==> src/rtl/pid_error_gen.sv <==
// Attitude P/I/D error generator: one axis per cycle through a shared datapath, publish at PUB.
// Define PID_ERR_DFILT_EN to low-pass the derivative terms (d_f += (d - d_f) >>> 2).
module pid_error_gen #(
  parameter logic signed [23:0] I_LIMIT  = 24'sd100000,
  parameter logic signed [23:0] YAW_HALF = 24'sd18000
) (
  input  logic               clk,
  input  logic               rst,
  input  logic               meas_valid,
  input  logic               i_clr,
  input  logic signed [23:0] set_pitch,
  input  logic signed [23:0] set_roll,
  input  logic signed [23:0] set_yaw,
  input  logic signed [23:0] meas_pitch,
  input  logic signed [23:0] meas_roll,
  input  logic signed [23:0] meas_yaw,
  output logic signed [23:0] pitch_error,
  output logic signed [23:0] roll_error,
  output logic signed [23:0] yaw_error,
  output logic signed [23:0] i_pitch_error,
  output logic signed [23:0] i_roll_error,
  output logic signed [23:0] i_yaw_error,
  output logic signed [23:0] d_pitch_error,
  output logic signed [23:0] d_roll_error,
  output logic signed [23:0] d_yaw_error,
  output logic               cal_pid_en,
  output logic               overrun
);

  typedef enum logic [2:0] {IDLE, PITCH, ROLL, YAW, PUB} state_t;

  localparam logic signed [25:0] MAX24 = 26'sd8388607;
  localparam logic signed [25:0] MIN24 = -26'sd8388608;
  localparam logic signed [25:0] ILIM  = {{2{I_LIMIT[23]}}, I_LIMIT};
  localparam logic signed [25:0] YH    = {{2{YAW_HALF[23]}}, YAW_HALF};

  function automatic logic signed [25:0] sx(input logic signed [23:0] v);
    return {{2{v[23]}}, v};
  endfunction

  function automatic logic signed [23:0] sat24(input logic signed [25:0] v);
    if (v > MAX24)      return MAX24[23:0];
    else if (v < MIN24) return MIN24[23:0];
    else                return v[23:0];
  endfunction

  state_t             state_q, state_d;
  logic signed [23:0] set_q [3], set_d [3];
  logic signed [23:0] meas_q [3], meas_d [3];
  logic signed [23:0] sh_p_q [3], sh_p_d [3];
  logic signed [23:0] sh_i_q [3], sh_i_d [3];
  logic signed [23:0] sh_d_q [3], sh_d_d [3];
  logic signed [23:0] i_acc_q [3], i_acc_d [3];
  logic signed [23:0] e_prev_q [3], e_prev_d [3];
  logic signed [23:0] p_out_q [3], p_out_d [3];
  logic signed [23:0] i_out_q [3], i_out_d [3];
  logic signed [23:0] d_out_q [3], d_out_d [3];
  logic               first_q, first_d;
  logic               cal_en_q, cal_en_d;
  logic               overrun_q, overrun_d;
`ifdef PID_ERR_DFILT_EN
  logic signed [23:0] df_q [3], df_d [3];
  logic signed [25:0] d_diff, d_sum;
`endif

  logic [1:0]         ax;
  logic signed [25:0] e_full, i_sum;
  logic signed [23:0] e_ax, i_ax, d_raw, d_ax;

  // Shared per-axis datapath, steered by the current FSM state.
  always_comb begin
    case (state_q)
      ROLL:    ax = 2'd1;
      YAW:     ax = 2'd2;
      default: ax = 2'd0;
    endcase
    e_full = sx(set_q[ax]) - sx(meas_q[ax]);
    if (state_q == YAW) begin
      if (e_full >= YH)       e_full = e_full - (YH + YH);
      else if (e_full < -YH)  e_full = e_full + (YH + YH);
    end
    e_ax  = sat24(e_full);
    i_sum = sx(i_acc_q[ax]) + sx(e_ax);
    if (i_sum > ILIM)       i_ax = I_LIMIT;
    else if (i_sum < -ILIM) i_ax = -I_LIMIT;
    else                    i_ax = i_sum[23:0];
    d_raw = first_q ? '0 : sat24(sx(e_ax) - sx(e_prev_q[ax]));
`ifdef PID_ERR_DFILT_EN
    d_diff = sx(d_raw) - sx(df_q[ax]);
    d_sum  = sx(df_q[ax]) + (d_diff >>> 2);
    d_ax   = d_sum[23:0];
`else
    d_ax   = d_raw;
`endif
  end

  always_comb begin
    state_d   = state_q;
    set_d     = set_q;
    meas_d    = meas_q;
    sh_p_d    = sh_p_q;
    sh_i_d    = sh_i_q;
    sh_d_d    = sh_d_q;
    i_acc_d   = i_acc_q;
    e_prev_d  = e_prev_q;
    p_out_d   = p_out_q;
    i_out_d   = i_out_q;
    d_out_d   = d_out_q;
    first_d   = first_q;
    cal_en_d  = 1'b0;
    overrun_d = 1'b0;
`ifdef PID_ERR_DFILT_EN
    df_d      = df_q;
`endif
    if (i_clr) begin
      // Abort: loop state is reset, published outputs are left alone.
      state_d = IDLE;
      first_d = 1'b1;
      for (int k = 0; k < 3; k++) begin
        i_acc_d[k]  = '0;
        e_prev_d[k] = '0;
`ifdef PID_ERR_DFILT_EN
        df_d[k]     = '0;
`endif
      end
    end else begin
      case (state_q)
        IDLE: begin
          if (meas_valid) begin
            set_d[0]  = set_pitch;
            set_d[1]  = set_roll;
            set_d[2]  = set_yaw;
            meas_d[0] = meas_pitch;
            meas_d[1] = meas_roll;
            meas_d[2] = meas_yaw;
            state_d   = PITCH;
          end
        end
        PITCH, ROLL, YAW: begin
          sh_p_d[ax] = e_ax;
          sh_i_d[ax] = i_ax;
          sh_d_d[ax] = d_ax;
          overrun_d  = meas_valid;
          state_d    = (state_q == PITCH) ? ROLL : (state_q == ROLL) ? YAW : PUB;
        end
        PUB: begin
          p_out_d   = sh_p_q;
          i_out_d   = sh_i_q;
          d_out_d   = sh_d_q;
          i_acc_d   = sh_i_q;
          e_prev_d  = sh_p_q;
`ifdef PID_ERR_DFILT_EN
          df_d      = sh_d_q;
`endif
          first_d   = 1'b0;
          cal_en_d  = 1'b1;
          overrun_d = meas_valid;
          state_d   = IDLE;
        end
        default: state_d = IDLE;
      endcase
    end
  end

  always_ff @(posedge clk or posedge rst) begin
    if (rst) begin
      state_q   <= IDLE;
      first_q   <= 1'b1;
      cal_en_q  <= 1'b0;
      overrun_q <= 1'b0;
      for (int k = 0; k < 3; k++) begin
        set_q[k]    <= '0;
        meas_q[k]   <= '0;
        sh_p_q[k]   <= '0;
        sh_i_q[k]   <= '0;
        sh_d_q[k]   <= '0;
        i_acc_q[k]  <= '0;
        e_prev_q[k] <= '0;
        p_out_q[k]  <= '0;
        i_out_q[k]  <= '0;
        d_out_q[k]  <= '0;
`ifdef PID_ERR_DFILT_EN
        df_q[k]     <= '0;
`endif
      end
    end else begin
      state_q   <= state_d;
      first_q   <= first_d;
      cal_en_q  <= cal_en_d;
      overrun_q <= overrun_d;
      set_q     <= set_d;
      meas_q    <= meas_d;
      sh_p_q    <= sh_p_d;
      sh_i_q    <= sh_i_d;
      sh_d_q    <= sh_d_d;
      i_acc_q   <= i_acc_d;
      e_prev_q  <= e_prev_d;
      p_out_q   <= p_out_d;
      i_out_q   <= i_out_d;
      d_out_q   <= d_out_d;
`ifdef PID_ERR_DFILT_EN
      df_q      <= df_d;
`endif
    end
  end

  assign pitch_error   = p_out_q[0];
  assign roll_error    = p_out_q[1];
  assign yaw_error     = p_out_q[2];
  assign i_pitch_error = i_out_q[0];
  assign i_roll_error  = i_out_q[1];
  assign i_yaw_error   = i_out_q[2];
  assign d_pitch_error = d_out_q[0];
  assign d_roll_error  = d_out_q[1];
  assign d_yaw_error   = d_out_q[2];
  assign cal_pid_en    = cal_en_q;
  assign overrun       = overrun_q;

endmodule

==> config.mk <==
export PLATFORM = sky130hd
export DESIGN_NAME = pid_error_gen
export DESIGN_NICKNAME = d
export VERILOG_FILES = /design/src/rtl/pid_error_gen.sv
export SDC_FILE = /design/constraint.sdc
export NUM_CORES = 2
export LEC_CHECK = 0
export CAP_MARGIN = 10
export CORE_UTILIZATION = 52
export CTS_CLUSTER_SIZE = 16
export DETAILED_ROUTE_END_ITERATION = 16
export GPL_TIMING_DRIVEN = 0
export PLACE_DENSITY = 0.73
export SLEW_MARGIN = 20
export SYNTH_ARGS = -nofsm -noshare
export SYNTH_HDL_FRONTEND = slang
export SYNTH_SLANG_ARGS = --single-unit
==> constraint.sdc <==
create_clock -name clk -period 23.1 [get_ports clk]
set_clock_uncertainty 0.2 [all_clocks]
set_input_delay 2.31 -clock clk [delete_from_list [all_inputs] [get_ports clk]]
set_output_delay 2.31 -clock clk [all_outputs]
set_load 0.02 [all_outputs]
Word level (Yosys, flattened, before mapping)
Index checks and enable logic that the tools add are counted.
- reductions and logical operators: 8
- $add $sub $neg: 5
- div/mod/pow operators: 0
- magnitude comparators: 10
- bitwise gates (word level): 2
- eq/ne operators: 5
- multiply operators: 0
- shift-type cells: 0
- multiplexer cells: 43
- operators with widths (kind ; count):
    two-way mux 24 bit ; 16
    two-way mux 72 bit ; 4
    bitwise mux 72 bit ; 3
    binary-select mux 24 bit (select 2 bit) ; 4
    two-way mux 26 bit ; 3
    subtractor 24 x 24 -> 25 bit ; 2
    demux 24 bit (select 2 bit) ; 1
    adder 25 x 17 -> 26 bit (second input constant) ; 1
    > comparator 26 x 24 -> 1 bit (second input constant) ; 1
    less-than comparator 26 x 24 -> 1 bit (second input constant) ; 1
    subtractor 25 x 17 -> 26 bit (second input constant) ; 1
    adder 24 x 24 -> 25 bit ; 1
    >= comparator 25 x 16 -> 1 bit (second input constant) ; 1
    > comparator 25 x 18 -> 1 bit (second input constant) ; 1
    > comparator 25 x 24 -> 1 bit (second input constant) ; 1
    less-than comparator 25 x 16 -> 1 bit (second input constant) ; 1
    less-than comparator 25 x 18 -> 1 bit (second input constant) ; 1
    less-than comparator 25 x 24 -> 1 bit (second input constant) ; 1
    two-way mux 3 bit ; 4
    equality test 3 x 2 -> 1 bit (second input constant) ; 2
    two-way mux 1 bit ; 6
    one-hot mux 3 bit (2 select lines) ; 1
    one-hot mux 2 bit (2 select lines) ; 1
    AND reduction 2 bit ; 2
    13 further kinds ; 13
- output and inout bits: 218
- bits in writable memories: 0
- latch bits: 0
- bits in read-only memories: 0
- memories: 0
- logic and storage cells: 107
- input port bits: 148
- bits in registers: 726

Depth between registers and ports, before layout
- depth in word-level cells: 20
- gate-level depth with buffers: 49
- mapped depth without buffers: 37

Least setup slack after synthesis
OpenSTA, ideal clock, no wires.
- path kind: flip-flop to flip-flop
- start point: register state_q[2]
- end point: register sh_i_q[29] (netlist bit)
- clock period less this slack: 10275 ps
- stages on the path, launching flop included: 43
- slack: 12825 ps
- buffers on the path: 11
- setup time: 121 ps
- data required time: 22779 ps
- data arrival time: 9953 ps
- path through: dfrtp_1 > clkbuf_1 > nand2b_1 > clkbuf_1 > clkbuf_1 > buf_1 > clkbuf_1 > clkbuf_1 > clkbuf_1 > o21ai_0 > ha_1 > fa_1 > and2b_4 > o2111ai_4 > a311oi_2 > nor2_2 > xor2_2 > or4_4 > (+7 left out) > clkbuf_1 > a21oi_1 > inv_1 > ha_1 > a21oi_1 > nor2b_1 > nor2_1 > a311o_1 > o311ai_1 > and4_1 > or3b_4 > a2111oi_1 > and3b_1 > o311a_1 > or3_1 > clkbuf_1 > o32a_2 > o22a_1
- longest elaborated chain between the ends: 19
- elaborated cells on any way between the ends: 39
- classes of those cells: add/sub (4); order compare (8); eq/ne (3); mux (20); bitwise (1); reduce/logical (3)
- ends and longest elaborated chain (what ; line ; RTL):
    start, declared ; 47 ; state_t state_q, state_d;
    start signal, assigned ; 187 ; state_q <= state_d;
    equality test 3 x 2 -> 1 bit (on tied branches) ; 72, 78 ;
    one-hot mux 2 bit (2 select lines) ; 72 ; case (state_q)
    inverter 2 -> 3 bit (implied by the code) ; 77 ; e_full = sx(set_q[ax]) - sx(meas_q[ax]);
    binary-select mux 24 bit (select 2 bit) ; 77 ;
    two-way mux 24 bit (implied by the code) (2 in series) ; 77 ;
    subtractor 24 x 24 -> 25 bit ; 77 ;
    adder 25 x 17 -> 26 bit or less-than comparator 25 x 16 -> 1 bit (tied branches) ; 80 ; else if (e_full < -YH) e_full = e_full + (YH + YH);
    two-way mux 26 bit ; 80 ;
    (+3 left out) ; - ;
    two-way mux 24 bit ; 43 ; else if (v < MIN24) return MIN24[23:0];
    two-way mux 24 bit * ; 42 ; if (v > MAX24) return MAX24[23:0];
    named net e_ax[23] ; 68 ; logic signed [23:0] e_ax, i_ax, d_raw, d_ax;
    adder 24 x 24 -> 25 bit * ; 83 ; i_sum = sx(i_acc_q[ax]) + sx(e_ax);
    less-than comparator 25 x 18 -> 1 bit ; 85 ; else if (i_sum < -ILIM) i_ax = -I_LIMIT;
    two-way mux 24 bit ; 85 ;
    two-way mux 24 bit * ; 84 ; if (i_sum > ILIM) i_ax = I_LIMIT;
    bitwise mux 72 bit * ; 141 ; sh_i_d[ax] = i_ax;
    end signal, assigned ; 194 ; sh_i_q <= sh_i_d;
    end, declared ; 51 ; logic signed [23:0] sh_i_q [3], sh_i_d [3];
Mark *: on every way through the listed nets, which the timed path passes. The rest lies on a longest branch. The select of a mux whose other input is x is not followed.
A chain may end at the register's enable or synchronous reset.

Final worst setup path
- start point: register state_q[2]
- end point: register sh_i_q[37] (netlist bit)
The elaborated chain is that of the path after synthesis.

==> summary.md <==
| Metric | Value |
|---|---|
| Status | `finished, final reports clean` |
| Slowest stage delay, CP | `0.84 ns` |
| Number of enable flip-flop cells after synthesis | `0` |
| Worst Hold Class | `reg2reg` |
| Origin of the critical flop-to-flop path | `state_q[2]` |
| Fin crit share | `67.1%` |
| Initial Util | `52.9%` |
| Post-synthesis net count | `3356` |
| Sequential power share | `28.8%` |
| Vias per cell | `6.31` |
| Initial antenna violation count | `2` |
| CTS tree | `done` |
| Hold Crit Depth | `2` |
| Post-CTS resize count | `0` |
| Seq cells post-synth | `between 700 and 800` |
| Pre-antenna DRT Iters | `5` |
| Most common cell in the netlist | `dfrtp_1` |
| Area Growth Syn to Fin | `21.2%` |
| Distinct cells, synth | `113` |
| Postcts setup bufs | `0` |
| RSZ-0062 raised after global routing | `false` |
| Worst-path clk slew | `approximately 0.060 ns` |
| Pre-CTS setup slack | `8.06 ns` |
| YS warnings | `0` |
| CTS root buf | `clkbuf_16` |
| Fin. max-slew vios | `0` |
| Slowest CP cell | `clkbuf_1` |
| Synth Instances | `3141` |
| Worst Tran Pin Value | `1.23 ns` |
| Maximum clock frequency | `64.5 MHz` |
| WL/cell | `between 20 and 30 µm` |
| Leak Pwr | `18.5 nW` |
| IO Count | `roughly 370` |
| Routed Antenna Nets | `0` |
| CP dominant cell by count | `clkbuf_1` |
| Synth top area share | `51.8%` |
| Die area | `68400 µm²` |
| Max clock buf depth | `3` |
| Die X | `approximately 260 µm` |
| Final setup viols | `0` |
| Gr ovfl total | `0` |
| Clock share of power | `between 10% and 20%` |
| Period minus WS final | `15.49 ns` |
| Internal reg-to-reg setup slack | `7.61 ns` |
| Critical Setup Path Class | `reg2reg` |
| Port buffer count | `364` |
| DRT iter0 DRCs | `2560` |
| Main synth FF type | `dfrtp_1` |
| Clock latency on the worst-skew pair | `0.64 ns` |
| Final Cell Area | `42400 µm²` |
| Asr flop ratio synth | `100%` |
| Hold path endpoint | `sh_d_q[47]` |
| Die Height | `262 µm` |
| Antenna Diode Count | `0` |
| MaxCap Viol Count | `0` |
| Placed Instance Area | `39900 µm²` |
| Share of cells above drive strength 1 | `15.4%` |
| Core area | `66200 µm²` |
| Largest net degree at the start of global routing | `approximately 120` |
| Sw Share | `46.0%` |
| Final #Nets | `3804` |
| Detailed-route via count | `approximately 28000` |
| Tot GR Track Use | `35.0%` |
| Count of final hold-check violations | `0` |
| Clock sink count | `726` |
| Synth top cells by count | `725 x dfrtp_1, 362 x mux2_2, 291 x nand2_1` |
| Power Internal | `3.42 mW` |
| GP Congestion | `0.950` |
| Worst setup EP type | `register` |
| WP data arrival | `about 16 ns` |
| Final wirelength | `120000 µm` |
| Worst setup SP type | `register` |
| Number of CTS-inserted buffers | `76` |
| Worst Reg2Reg Path Length in Cells | `41` |
| First-pass GRT wire length | `178000 µm` |
| RR Endpoint | `sh_i_q[37]` |
| Hold_buf cts | `0` |
| Final worst setup slack | `7.61 ns` |
| Worst slew margin | `18.0%` |
| Combinational share of power | `51.8%` |
| Row count | `94` |
| Worst-path fanout max | `10` |
| DP HPWL | `92400 µm` |
| DRC | `0` |
| Post-synth top area cell | `dfrtp_1` |
| Netlist Area Pre-Place | `approximately 35000 µm²` |
| Hold path start | `sh_d_q[47]` |
| Sequential share of the synthesized area | `51.9%` |
| WHS | `0.283 ns` |
| Syn_area_per_cell | `11.2 µm²` |
| Number of global-route vias before repair | `28636` |
| VDD IR max | `0.0775 mV` |
| Pwr Density | `149 nW/µm²` |
| Required @ worst endpoint | `approximately 23 ns` |
| H-tree depth | `3` |
| Switching Power | `~3 mW` |
| Top post-synthesis cells by area | `dfrtp_1 52%, mux2_2 12%, a22o_1 3.7%` |
-- power groups by stage --
| stage | Sequential [mW] | Combinational (mW) | Clock, mW |
|---|---|---|---|
| after floorplan | 1.84 | 1.97 | 0 |
| after global placement | 1.83 | 3.15 | 0 |
| after detailed placement | 1.84 | 3.20 | 0 |
| after CTS | 1.82 | 3.22 | 1.24 |
| after global routing | 1.85 | 3.49 | 1.29 |
| final | 1.82 | 3.28 | 1.23 |
-- kinds of logic after synthesis --
| kind of cell | share of synthesized area (%) |
|---|---|
| muxes | 14.5 |
| xor gates and xnor gates | 1.94 |
| DFF | 51.9 |
| and+or+nand+nor | 9.45 |
| adders and majority gates | 2.49 |
| AOI/OAI and AO/OA | 17.1 |
| buffers and inverters | 2.62 |
-- per-layer routing --
layer  wire, µm  track usage [%]  part of all wire, %
met2      57200             57.5                   48
met4       5630             15.3                  4.7
met5         15                0                0.013
met1      49100             46.1                   41
met3       8010             5.42                  6.7
-- worst max-delay path by stage --
stage	slack, ns	end	cells after the start	startpoint
6_report	7.61	sh_i_q[37]	41	state_q[2]
3_3_place_gp	-6.13	i_roll_error[20]	2	rst
3_5_place_dp	8.06	sh_i_q[37]	40	state_q[2]
5_1_grt	7.06	sh_i_q[13]	41	state_q[2]
2_1_floorplan	0.22	cal_pid_en	1	rst
4_1_cts	7.94	sh_i_q[37]	40	state_q[2]
-- registers in the layout, indices dropped and copies added, names as in the netlist --
signal	count
d_yaw_error	24
first_q	1
d_pitch_error	24
e_prev_q	72
yaw_error	24
meas_q	72
sh_p_q	72
roll_error	24
i_pitch_error	24
set_q	72
d_roll_error	24
i_acc_q	72
sh_d_q	72
pitch_error	24
overrun	1
cal_pid_en	1
i_yaw_error	24
state_q	3
sh_i_q	72
i_roll_error	24
-- metrics by stage --
| step | cells | util [%] | total power, mW | TNS [ns] |
|---|---|---|---|---|
| 5_1_grt | 4508 | 64.1 | 6.64 | 0 |
| 6_report | 4508 | 64.1 | 6.33 | 0 |
| 4_1_cts | 4508 | 64.1 | 6.27 | 0 |
| 2_1_floorplan | 3141 | - | 3.81 | 0 |
| 3_5_place_dp | 4375 | 60.3 | 5.03 | 0 |
| 3_3_place_gp | 4369 | 60.0 | 4.98 | -4326.76 |
-- area by class of cell --
type	instances	area, µm²
Timing Repair Buffer	370	3810
Sequential cell	726	18200
Clock buffer	114	2260
Buffer	188	746
Fill cell	5138	23800
Tap cell	864	1080
Multi-Input combinational cell	2180	15900
Clock inverter	19	250
Inverter	47	184
-- placed cells by master, fill, tap and decap left out, drive strengths merged, types with 55 or more instances in the layout --
master           n
nand2          291
mux2i           99
a31oi           61
o21ai          242
mux2           362
a21oi          138
clkbuf         269
nor2           162
a22o           146
dfrtp          725
ha              65
xnor2           55
clkdlybuf4s50  364
-- worst max-delay path: cells and delay by family (launching register included) --
| family | cells | cell delay [ns] |
|---|---|---|
| XOR/XNOR | 1 | 0.55 |
| AO/OA/AOI/OAI | 14 | 4.10 |
| AND/OR/NAND/NOR | 11 | 3.57 |
| buffers and inverters | 12 | 5.47 |
| adder cells (fa/ha/maj) | 3 | 1.04 |
| flip-flops | 1 | 0.33 |
Note: power is estimated with default switching activity, not from simulation.
